$ cat config.mk
export PLATFORM = sky130hd
export DESIGN_NAME = cic_comb_sequencer
export DESIGN_NICKNAME = d
export VERILOG_FILES = /design/src/rtl/cic_comb_sequencer.sv
export SDC_FILE = /design/constraint.sdc
export NUM_CORES = 1
export LEC_CHECK = 0
export ABC_CLOCK_PERIOD_IN_PS = 9300
export BUFFER_PORTS_ARGS = -buffer_cell sky130_fd_sc_hd__buf_2
export CELL_PAD_IN_SITES_DETAIL_PLACEMENT = 1
export CELL_PAD_IN_SITES_GLOBAL_PLACEMENT = 1
export CORE_MARGIN = 10
export CORE_UTILIZATION = 45
export CTS_CLUSTER_SIZE = 25
export DETAILED_ROUTE_END_ITERATION = 10
export HOLD_SLACK_MARGIN = 0.08
export PLACE_DENSITY = 0.8
export SLEW_MARGIN = 20
export SYNTH_ARGS = -nofsm -noshare
export SYNTH_HDL_FRONTEND = slang
export SYNTH_SLANG_ARGS = --single-unit
$ cat constraint.sdc
create_clock -name rf_clk -period 9.3 [get_ports rf_clk]
set_input_delay 1.86 -clock rf_clk [delete_from_list [all_inputs] [get_ports rf_clk]]
set_output_delay 1.86 -clock rf_clk [all_outputs]
set_load 0.01 [all_outputs]
$ cat src/rtl/cic_comb_sequencer.sv
// Decimation counter plus a time-shared comb stage for a bank of N=1, M=1 CIC integrators.
// Each accepted tick snapshots every integrator, then one subtractor walks the channels serially.
module cic_comb_sequencer #(
    parameter int unsigned CHANNELS  = 4,
    parameter int unsigned ACC_W     = 40,
    parameter int unsigned OUT_W     = 16,
    parameter int unsigned SHIFT     = 11,
    parameter int unsigned CNT_W     = 16,
    parameter int unsigned DEF_RATIO = 256
) (
    input  logic                                            rf_clk,
    input  logic                                            reset,
    input  logic                                            in_valid,
    input  logic [CHANNELS*ACC_W-1:0]                       int_bus,
    input  logic [CNT_W-1:0]                                cfg_ratio,
    input  logic                                            cfg_load,
    output logic [OUT_W-1:0]                                out_data,
    output logic [((CHANNELS > 1) ? $clog2(CHANNELS) : 1)-1:0] out_chan,
    output logic                                            out_valid,
    input  logic                                            out_ready,
    output logic                                            dec_tick,
    output logic                                            busy,
    output logic                                            overrun,
    input  logic                                            overrun_clr
);

    localparam int unsigned CH_W = (CHANNELS > 1) ? $clog2(CHANNELS) : 1;

    typedef enum logic [1:0] {IDLE = 2'd0, RUN = 2'd1, WAIT = 2'd2} state_t;

    state_t             state;
    state_t             state_next;
    logic [CNT_W-1:0]   count;
    logic [CNT_W-1:0]   ratio;
    logic               primed;
    logic [CH_W-1:0]    ch;
    logic [ACC_W-1:0]   snap [CHANNELS];
    logic [ACC_W-1:0]   hist [CHANNELS];

    logic               load_ok;
    logic               tick_take;
    logic               last_ch;
    logic               prime_en;
    logic               snap_en;
    logic               emit_en;
    logic               accept_en;

    assign load_ok   = cfg_load && (state == IDLE) && (cfg_ratio != '0);
    assign tick_take = dec_tick && !load_ok;
    assign last_ch   = (ch == CH_W'(CHANNELS - 1));

    // Decimation counter; free-running regardless of FSM state or backpressure
    always_ff @(posedge rf_clk or negedge reset) begin
        if (!reset) begin
            count    <= '0;
            ratio    <= CNT_W'(DEF_RATIO);
            dec_tick <= 1'b0;
        end else if (load_ok) begin
            ratio    <= cfg_ratio;
            count    <= '0;
            dec_tick <= 1'b0;
        end else begin
            dec_tick <= 1'b0;
            if (in_valid) begin
                if (count == ratio - CNT_W'(1)) begin
                    count    <= '0;
                    dec_tick <= 1'b1;
                end else begin
                    count <= count + CNT_W'(1);
                end
            end
        end
    end

    always_ff @(posedge rf_clk or negedge reset) begin
        if (!reset) state <= IDLE;
        else        state <= state_next;
    end

    always_comb begin
        state_next = state;
        case (state)
            IDLE:    if (tick_take && primed) state_next = RUN;
            RUN:     state_next = WAIT;
            WAIT:    if (out_valid && out_ready) state_next = last_ch ? IDLE : RUN;
            default: state_next = IDLE;
        endcase
    end

    always_comb begin
        prime_en  = 1'b0;
        snap_en   = 1'b0;
        emit_en   = 1'b0;
        accept_en = 1'b0;
        case (state)
            IDLE: begin
                if (tick_take) begin
                    prime_en = !primed;
                    snap_en  = primed;
                end
            end
            RUN:     emit_en   = 1'b1;
            WAIT:    accept_en = out_valid && out_ready;
            default: ;
        endcase
    end

    // Snapshot/history registers and the registered output stream
    always_ff @(posedge rf_clk or negedge reset) begin
        if (!reset) begin
            primed    <= 1'b0;
            ch        <= '0;
            out_data  <= '0;
            out_chan  <= '0;
            out_valid <= 1'b0;
            busy      <= 1'b0;
            overrun   <= 1'b0;
            for (int k = 0; k < CHANNELS; k++) begin
                snap[k] <= '0;
                hist[k] <= '0;
            end
        end else begin
            busy <= (state_next != IDLE);

            if (dec_tick && (state != IDLE)) overrun <= 1'b1;
            else if (overrun_clr)            overrun <= 1'b0;

            if (prime_en) begin
                primed <= 1'b1;
                for (int k = 0; k < CHANNELS; k++) hist[k] <= int_bus[k*ACC_W +: ACC_W];
            end else if (load_ok) begin
                primed <= 1'b0;
            end

            if (snap_en) begin
                ch <= '0;
                for (int k = 0; k < CHANNELS; k++) snap[k] <= int_bus[k*ACC_W +: ACC_W];
            end

            if (emit_en) begin
                out_data  <= OUT_W'((snap[ch] - hist[ch]) >> SHIFT);
                out_chan  <= ch;
                out_valid <= 1'b1;
            end

            if (accept_en) begin
                out_valid <= 1'b0;
                hist[ch]  <= snap[ch];
                if (!last_ch) ch <= ch + CH_W'(1);
            end
        end
    end

endmodule
Yosys cells after proc, flatten, opt, wreduce, memory -nomap -nowiden

Cells that the tools add are included.
W data, S select, Z words.

Equality and inequality tests: 4
Reduce and logical (&&, ||, !) cells: 17
Bitwise operators: 1
Add/subtract/negate cells: 4
Mux-type cells: 36
Magnitude comparators: 2

Operators by type and width:

| operator                | count |
|---|---|
| $mux W160               | 2 |
| $bmux W40 S2            | 2 |
| $bwmux W160             | 1 |
| $mux W40                | 3 |
| $demux W40 S2           | 1 |
| $mux W27                | 2 |
| $mux W16                | 3 |
| $sub A27 B27 Y27        | 1 |
| $add A16 B1 Y16 const B | 1 |
| $eq A16 B16 Y1          | 1 |
| $mux W1                 | 16 |
| $reduce_bool A16 Y1     | 1 |
| $sub A16 B1 Y16 const B | 1 |
| $reduce_bool A2 Y1      | 6 |
| $mux W2                 | 5 |
| $logic_and A1 B1 Y1     | 7 |
| $pmux W2 S3             | 1 |
| $eq A2 B2 Y1 const B    | 2 |
| $ge A3 B3 Y1 const B    | 1 |
| $lt A3 B1 Y1 const B    | 1 |
| $not A2 Y3              | 1 |
| $add A2 B1 Y2 const B   | 1 |
| $eq A2 B1 Y1 const B    | 1 |
| $logic_not A1 Y1        | 2 |
| $logic_not A2 Y1        | 1 |

Input bits: 182
Register bits after elaboration: 379
Output and inout bits: 22

Logic depth before layout (Yosys ltp)

Word-level depth: 10
Depth in mapped cells: 14
Gate-level depth less buffers: 10

Worst setup path after synthesis

OpenSTA, ideal clock, no wires.

Path type: register to register
Start: register ch[0]
End: register out_data[15]
Setup time: 69 ps
Setup slack: 4989 ps
Buffers on the path: 4
Data arrival time: 4242 ps
Stages on the path, launching flop included: 15
Path through: dfrtp_1 buf_2 buf_1 buf_1 mux4_2 inv_1 ha_1 clkbuf_1 a21oi_1 o221ai_1 a21o_1 a22oi_1 a21oi_1 or4_1 nand3_1

Word-level cells in the longest chain between the ends: 5
Elaborated cells on any way between the ends: 8
Those cells by class: add/sub (1); mux (6); bitwise (1)

Ends and longest elaborated chain:

| item                                                     | RTL line | source |
|---|---|---|
| start: declaration                                       | 36       | `logic [CH_W-1:0] ch;` |
| start signal: assignment                                 | 149      | `if (!last_ch) ch <= ch + CH_W'(1);` |
| $not A2 Y3 (implied by the code) (*)                     | 141      | `out_data <= OUT_W'((snap[ch] - hist[ch]) >> SHIFT);` |
| $bmux W40 S2                                             | 141      |  |
| $mux W40 / $mux W27 (equally long branches) (2 in a row) | n/a      |  |
| $sub A27 B27 Y27 (*)                                     | 141      |  |
| end signal: assignment                                   | 141      |  |
| end: declaration                                         | 17       | `output logic [OUT_W-1:0] out_data,` |

Mark *: on every way between the ends. The rest lies on a longest branch, timed or not. The select of a mux whose other input is x is not followed.
A chain may end at the register's enable or synchronous reset.

Worst setup path after layout

Ends and elaborated chain as after synthesis.

==> qor.csv <==
metric,value,unit
status,"finished, final reports clean",
clockRootBuffer,clkbuf_16,
grt-ovfl-total,0,
fin_area,16700,µm²
setup_tns,0,ns
fp.dieH,200,µm
dr_total_vias,10561,
worstHoldStart,snap[25],
htree_num_levels,1,
synth_nets,1490,
r2r_start,ch[0],
finClkSkew,0.0184,ns
synth-main-ff-cell,dfrtp_1,
p_sw,1.48,mW
synth_seq_area_share,47.4,%
startpoint,ch[0],
r2r-end,out_data[15],
seqPwrFrac,39.6,%
vias_per_cell,5.78,
hold_path.class,flip-flop to flip-flop,
die_area,39900,µm²
start_kind,flip-flop,
syn_inst,1277,
area_growth,14.8,%
port_buffers,151,
power,4.26,mW
holdBufCountCts,0,
detail-route-antenna-nets,0,
place_ws,4.06,ns
cp.required,9.80,ns
grt_usage,19.9,%
grt_pass1_vias,11755,
path_class,flip-flop to flip-flop,
arrival,5.04,ns
cts_buffer_depth,3,
wl_per_cell,21.6,µm
intPower,2.78,mW
fmax,220,MHz
async_flop_share,100,%
place_area,15600,µm²
clockPowerShare,28.9,%
cts_resized,0,
grt_setup_unrepaired,false,
mostFrequentLayoutCell,dfrtp_1,
clock_insertion_delay_worst_skew,0.58,ns
fin_cells,1828,
final_nets,1612,
ys_ff_latch,275,
endpoint,out_data[15],
place.gp.congestion,0.802,
whs,0.498,ns
synth_edf_count,0,
cts_sinks,275,
peakVddDrop,0.177,mV
combPwrFrac,31.6,%
yosysUniqueCellTypes,57,
place_inst,1767,
placementRows,65,
fp.dieW,200,µm
drc_errors,0,
netSwitchingFraction,34.7,%
drive_gt1_share,29.0,%
grt_max_degree,166,
clk_pin_slew_worst_paths,0.06,ns
slew_headroom,28.5,%
antenna_found_initial,3,
cts_tree,yes,
leakagePower,7.96,nW
drtPass1Iterations,4,
routed_wl,39500,µm
min_period,4.54,ns
dp_hpwl,26700,µm
initial_core_util,45.8,%
min_period_over_period,48.8,%
fin_util,52.6,%
ys_warn_count,0,
initialDrtViolationCount,473,
fin_ws,4.76,ns
ff2ff_path_depth,10,
p_per_area,255,nW/µm²
ios,204,
post_cts_buffers,0,
mostFrequentLayoutCells,"272 x dfrtp_1, 150 x buf_2, 139 x a21oi_1",
worst_slew_pin_slew,1.07,ns
critical_path.max_fanout,32,
cp-end-kind,flip-flop,
regToRegSetupSlack,4.76,ns
final-hold-violation-count,0,
netlist_area,14500,µm²
fill_cells,3367,
syn_area_per_cell,11.4,µm²
setup_viol,0,
finalMaxSlewViolations,0,
cts_made_buffers,31,
maxCapViolCount,0,
core-area,31700,µm²
grt_pass1_wl,63700,µm
-- layer usage --
metal | vias to the layer above | track usage, % | routed length (µm)
met5 | - | 0 | 31
met4 | 4 | 4.82 | 847
met3 | 62 | 3.57 | 1730
met2 | 206 | 34.4 | 19700
met1 | 5408 | 25.3 | 17200
li1 | 4881 | - | -
-- power groups by stage --
stage | Clock [mW] | Combinational, mW | Sequential, mW
6_report | 1.23 | 1.35 | 1.69
5_1_grt | 1.31 | 1.51 | 1.72
2_1_floorplan | 0 | 1.03 | 1.59
3_5_place_dp | 0 | 1.35 | 1.70
3_3_place_gp | 0 | 1.29 | 1.69
4_1_cts | 1.26 | 1.36 | 1.69
-- how the worst min path moves through the flow --
stage | endpoint | slack, ns | depth (start not counted)
after CTS | snap[10] | 0.50 | 1
after detailed placement | snap[10] | 0.49 | 1
after global placement | out_chan[1] | 0.48 | 2
after floorplan | snap[40] | 0.47 | 1
after global routing | snap[142] | 0.51 | 1
final | snap[25] | 0.50 | 1
-- cell type report --
cell class / instances / area (µm²) / area share, %
repair buffers: 163 / 892 / 5.35
inverters: 45 / 169 / 1.01
clock inverters: 12 / 120 / 0.720
flip-flops and latches: 275 / 6890 / 41.3
diodes: 3 / 7.51 / 0.0450
well taps: 402 / 503 / 3.01
multi-input cells: 883 / 7210 / 43.2
clock buffers: 45 / 898 / 5.38
-- kinds of logic (layout without fill, tap and decap cells) --
family | Yosys count | after routing | synth area share (%)
xor gates and xnor gates | 41 | 41 | 2.47
DFF | 275 | 275 | 47.4
muxes | 282 | 282 | 25.1
and+or+nand+nor | 297 | 297 | 9.79
buffers and inverters | 119 | 265 | 3.20
AOI/OAI and AO/OA | 232 | 232 | 9.39
adders and majority gates | 31 | 31 | 2.67
other | 0 | 3 | 0
-- cell usage after synthesis (18+ instances only) --
master,instances,area [µm²]
inv_1,45,169
xor2_1,23,201
nand2_1,55,206
xnor2_1,18,158
mux4_2,54,1220
mux2_2,120,1350
o21ai_0,32,160
clkbuf_1,49,184
buf_1,20,75.1
a21oi_1,139,696
dfrtp_1,274,6860
mux2i_1,108,1080
nor2_1,138,518
ha_1,31,388
-- flip-flops by register name, indices dropped and copies added (netlist names) --
name,cells
hist,108
snap,108
count,16
out_data,16
ratio,16
ch,2
out_chan,2
state,2
busy,1
dec_tick,1
out_valid,1
overrun,1
primed,1
-- critical path, cell delays in order (launching register included) --
cell      delay, ns
dfrtp_4        0.80
buf_4          0.69
mux4_2         0.67
ha_1           0.42
a21oi_1        0.29
o221ai_1       0.19
a21o_1         0.25
a22oi_1        0.34
a21oi_1        0.15
or4_1          0.53
nand3_1        0.09
No activity file was read; power rests on OpenSTA's default activity.
